<file path="config.mk">
export PLATFORM = sky130hd
export DESIGN_NAME = week6_ex1_rr_encoder
export DESIGN_NICKNAME = d
export VERILOG_FILES = /design/src/rtl/week6_ex1_rr_encoder_pkg.sv /design/src/rtl/week6_ex1_rr_encoder_pick.sv /design/src/rtl/week6_ex1_rr_encoder.sv
export SDC_FILE = /design/constraint.sdc
export NUM_CORES = 1
export LEC_CHECK = 0
export CORE_ASPECT_RATIO = 0.8
export CORE_MARGIN = 2
export CORE_UTILIZATION = 47
export DETAILED_ROUTE_END_ITERATION = 16
export GPL_TIMING_DRIVEN = 0
export HOLD_SLACK_MARGIN = 0.15
export MAX_ROUTING_LAYER = met4
export PLACE_DENSITY = 0.79
export SYNTH_ARGS = -nofsm -noshare
export SYNTH_HDL_FRONTEND = slang
export SYNTH_SLANG_ARGS = --single-unit
</file>
<file path="constraint.sdc">
create_clock -name clk -period 1.6 [get_ports clk]
set_clock_uncertainty 0.1 [all_clocks]
set_input_delay 0.16 -clock clk [delete_from_list [all_inputs] [get_ports clk]]
set_output_delay 0.16 -clock clk [all_outputs]
set_load 0.03 [all_outputs]
</file>
<file path="src/rtl/week6_ex1_rr_encoder_pkg.sv">
// Shared constants, FSM state type and the one-hot helper for the round-robin encoder.
package week6_ex1_rr_encoder_pkg;

    localparam int unsigned NREQ = 4;
    localparam int unsigned IDXW = 2;
    localparam int unsigned CNTW = 8;

    typedef enum logic {
        IDLE = 1'b0,
        HOLD = 1'b1
    } state_e;

    // Single definition of index-to-one-hot, shared by encoder and any downstream decoder.
    function automatic logic [NREQ-1:0] onehot_of(input logic [IDXW-1:0] idx);
        return NREQ'(1) << idx;
    endfunction

endpackage

</file>
<file path="src/rtl/week6_ex1_rr_encoder_pick.sv">
// Combinational rotating-priority pick: first set request at or after ptr, plus multi-request flag.
module week6_rr_pick
    import week6_ex1_rr_encoder_pkg::*;
(
    input  logic [NREQ-1:0] req_i,
    input  logic [IDXW-1:0] ptr_i,
    output logic [IDXW-1:0] sel_idx_c,
    output logic            multi_c
);

    logic            found;
    logic [IDXW-1:0] cand;

    always_comb begin
        sel_idx_c = '0;
        found     = 1'b0;
        cand      = '0;
        for (int unsigned i = 0; i < NREQ; i++) begin
            cand = ptr_i + IDXW'(i);
            if (!found && req_i[cand]) begin
                sel_idx_c = cand;
                found     = 1'b1;
            end
        end
    end

    // Clearing the lowest set bit leaves something only when two or more bits were set.
    assign multi_c = (req_i & (req_i - NREQ'(1))) != '0;

endmodule

</file>
<file path="src/rtl/week6_ex1_rr_encoder.sv">
// Round-robin 4-to-2 encoder: captures a request, holds the grant until a valid/ready transfer.
module week6_ex1_rr_encoder
    import week6_ex1_rr_encoder_pkg::*;
(
    input  logic            clk,
    input  logic            rst,
    input  logic [NREQ-1:0] req_i,
    input  logic            ready_i,
    output logic            valid_o,
    output logic [IDXW-1:0] idx_o,
    output logic [NREQ-1:0] onehot_o,
    output logic            multi_o,
    output logic [CNTW-1:0] grant_cnt_o
);

    state_e          state_q,  state_d;
    logic [IDXW-1:0] ptr_q,    ptr_d;
    logic            valid_q,  valid_d;
    logic [IDXW-1:0] idx_q,    idx_d;
    logic [NREQ-1:0] onehot_q, onehot_d;
    logic            multi_q,  multi_d;
    logic [CNTW-1:0] cnt_q,    cnt_d;

    logic [IDXW-1:0] pick_idx;
    logic            pick_multi;

    week6_rr_pick u_pick (
        .req_i     (req_i),
        .ptr_i     (ptr_q),
        .sel_idx_c (pick_idx),
        .multi_c   (pick_multi)
    );

    // Next-state: capture in IDLE, freeze in HOLD, rotate pointer only on transfer.
    always_comb begin
        state_d  = state_q;
        ptr_d    = ptr_q;
        valid_d  = valid_q;
        idx_d    = idx_q;
        onehot_d = onehot_q;
        multi_d  = multi_q;
        cnt_d    = cnt_q;
        case (state_q)
            IDLE: begin
                if (req_i != '0) begin
                    state_d  = HOLD;
                    valid_d  = 1'b1;
                    idx_d    = pick_idx;
                    onehot_d = onehot_of(pick_idx);
                    multi_d  = pick_multi;
                end else begin
                    valid_d  = 1'b0;
                    onehot_d = '0;
                end
            end
            HOLD: begin
                if (ready_i) begin
                    state_d  = IDLE;
                    valid_d  = 1'b0;
                    onehot_d = '0;
                    ptr_d    = idx_q + IDXW'(1);
                    if (cnt_q != '1) begin
                        cnt_d = cnt_q + CNTW'(1);
                    end
                end
            end
            default: begin
                state_d = IDLE;
                valid_d = 1'b0;
            end
        endcase
    end

    always_ff @(posedge clk or posedge rst) begin
        if (rst) begin
            state_q  <= IDLE;
            ptr_q    <= '0;
            valid_q  <= 1'b0;
            idx_q    <= '0;
            onehot_q <= '0;
            multi_q  <= 1'b0;
            cnt_q    <= '0;
        end else begin
            state_q  <= state_d;
            ptr_q    <= ptr_d;
            valid_q  <= valid_d;
            idx_q    <= idx_d;
            onehot_q <= onehot_d;
            multi_q  <= multi_d;
            cnt_q    <= cnt_d;
        end
    end

    assign valid_o     = valid_q;
    assign idx_o       = idx_q;
    assign onehot_o    = onehot_q;
    assign multi_o     = multi_q;
    assign grant_cnt_o = cnt_q;

endmodule

</file>
==> impl_metrics.toml <==
[place]
gp_congestion = 0.888
placedCellCount = 141
io_buffers = 22
pre_cts_slack_ns = -0.157
dp_hpwl_um = 1460
dpl_cell_area_um2 = 1200

[yosys]
synth_ff_type = "dfrtp_1"
yosysTopAreaCell = "dfrtp_1"
yosysWarnings = 0
synth_edf_count = 0
synth_cell_types = 31
synth.ff_latch_count = 19
syn_nets = 103
synth_seq_area_share_pct = 50.2
netlist_top_cells_count = "dfrtp_1 (19), nand2_1 (13), a21oi_1 (7), nor2_1 (6)"
yosysMostFrequentCell = "dfrtp_1"
netlist_area_um2 = 947
async_flop_share_pct = 100
synthCells = 95
syn_area_per_cell_um2 = 9.97
synth_top_area_share_pct = 50.2
yosys-top-cells-area = "dfrtp_1 (50%), nand2_1 (5.2%), a21oi_1 (3.7%), mux2_2 (3.6%), nand4_1 (2.6%)"

[worst_setup_path]
ff2ff_path_depth = 4
worstSetupPathType = "flop to flop"
cp_slowest_cell = "dfrtp_2"
arrival_ns = 1.61
required_ns = 1.69
r2r-start = "grant_cnt_o[0]"
crit_path_max_incr_delay_ns = 0.41
crit_fanout = 7
crit_family = "flip-flops"
cp-end-kind = "flop"
worstSetupStartpointType = "flop"
crit_chain = "ha_2 -> nand4_1 -> nand2_1 -> mux2_2"
r2r_slack_ns = 0.08
r2r-end = "grant_cnt_o[1]"
critical_path_buf_inv_count = 0

[min_path]
hold_path.class = "primary input to asynchronous set/reset pin"

[detailed_routing]
drt_pre_antenna_iters = 4
wl_um = 1940
vias_per_cell = 5.46
wire_per_inst_um = 13.3
drt-initial-drc-count = 23
drc = 0
ant_nets = 0
route.vias.total = 791

[timing]
tightest_slew_ns = 0.700
setup_viol = 0
relSlewSlack_pct = 53.3
hold_viol_final = 0
rsz0062_at_grt = "false"
fin_ws_ns = 0.0823
min_period_over_period_pct = 94.9
fmax_mhz = 659
slew_viol_final = 0
period_needed_ns = 1.52

[power]
vdd_drop_max_v = 0.00139
power.leakage_nw = 0.550
power_density_nw_per_um2 = 1790

[cts]
cts_root_buf = "clkbuf_4"
cts_max_level = 1
clock_latency_ns = 0.30
cts_buffer_depth = 2
clock_sinks = 19
cts_tree = "built"
clkTransAtPathRegs_ns = 0.10
cts_buffers = 3

[final_layout]
diodes = 0
stdcell_count = 145
area_growth_pct = 28.4
final_util_pct = 64.3
fill_cells = 181
drive_gt1_share_pct = 14.0
fin_area_um2 = 1220
final_nets = 130

[floorplan]
die_y_um = 44.2
rows = 14
die_w_um = 54.2
ioPinCount = 23
core_um2 = 1890
die-area_um2 = 2390
initial_core_util_pct = 50.1

[status]
status = "finished, final reports clean"

[global_route]
antenna_found_initial = 0
grt_overflow = 0
grt_start_max_net_pins = 20
grt_usage_pct = 19.4
grt_pass1_wl_um = 3250
grt_pass1_vias = 681

[run]
maxCapViolations = 0
[through the flow]
stage | setup TNS [ns] | power (mW) | hold slack (ns)
5_1_grt | 0 | 2.33 | 0.239
6_report | 0 | 2.18 | 0.165
3_5_place_dp | -0.653 | 2.05 | 0.367
4_1_cts | 0 | 2.19 | 0.206
2_1_floorplan | 0 | 1.60 | 0.0108
3_3_place_gp | -0.450 | 2.02 | 0.363
[per-layer routing]
metal	wire length, um	up-vias	share of wire (%)	GRT usage (%)
met4	13	0	0.67	4.50
li1	-	394	-	-
met1	944	368	49	28.4
met3	106	2	5.5	6.08
met5	0	-	0	-
met2	869	27	45	26.3
[logic make-up after synthesis]
logic type	Yosys count	synth area share (%)
AND/OR/NAND/NOR	43	24.3
buffers and inverters	4	1.98
flip-flops	19	50.2
multiplexers	4	5.15
adder cells (fa/ha/maj)	1	1.32
XOR/XNOR	4	3.70
AO/OA/AOI/OAI	20	13.3
[cell usage in the layout, fill, tap and decap left out, types with 4 or more instances in the layout]
cell | synthesis | layout
a21oi_1 | 7 | 7
nor2_1 | 6 | 6
dlygate4sd2_1 | 0 | 15
nand4_1 | 4 | 4
dfrtp_1 | 19 | 14
nand3_1 | 4 | 4
dfrtp_2 | 0 | 5
nand2_1 | 13 | 13
clkdlybuf4s50_1 | 0 | 6
[where the power goes]
group	internal (mW)	total, mW	switching, mW
logic	0.406	1.06	0.654
clock network	0.0972	0.245	0.148
registers	0.685	0.877	0.191
total	1.19	2.18	0.993
[how the worst max path moves through the flow]
stage                    from        endpoint  slack, ns  cells after the start
2_1_floorplan  grant_cnt_o[0]  grant_cnt_o[1]       0.03                      4
3_3_place_gp         req_i[3]     onehot_o[2]      -0.15                      5
3_5_place_dp         req_i[3]     onehot_o[0]      -0.16                      5
4_1_cts               multi_o         multi_o      0.003                      1
5_1_grt        grant_cnt_o[0]  grant_cnt_o[1]      0.008                      4
6_report       grant_cnt_o[0]  grant_cnt_o[1]       0.08                      4
[sequential cells by signal, indices dropped and copies added, names as in the netlist]
register	cells
onehot_o	4
valid_o	1
idx_o	2
grant_cnt_o	8
multi_o	1
ptr_q	2
state_q	1
[timing repair]
item | in CTS | in global routing
pin swaps | 0 | 2
gates cloned | 0 | 0
setup buffers | 0 | 0
hold buffers | 0 | 0
resized for setup | 15 | 3
endpoints found under the setup margin | 15 | 3
[layout make-up]
cell class | count | area, um2 | share of cell area (%)
Buffer | 1 | 7.51 | 0.617
Timing Repair Buffer | 22 | 204 | 16.8
Multi-Input combinational cell | 72 | 455 | 37.4
Tap cell | 24 | 30.0 | 2.47
Sequential cell | 19 | 482 | 39.6
Inverter | 3 | 11.3 | 0.926
Clock buffer | 4 | 26.3 | 2.16
(Power assumes the default switching activity.)
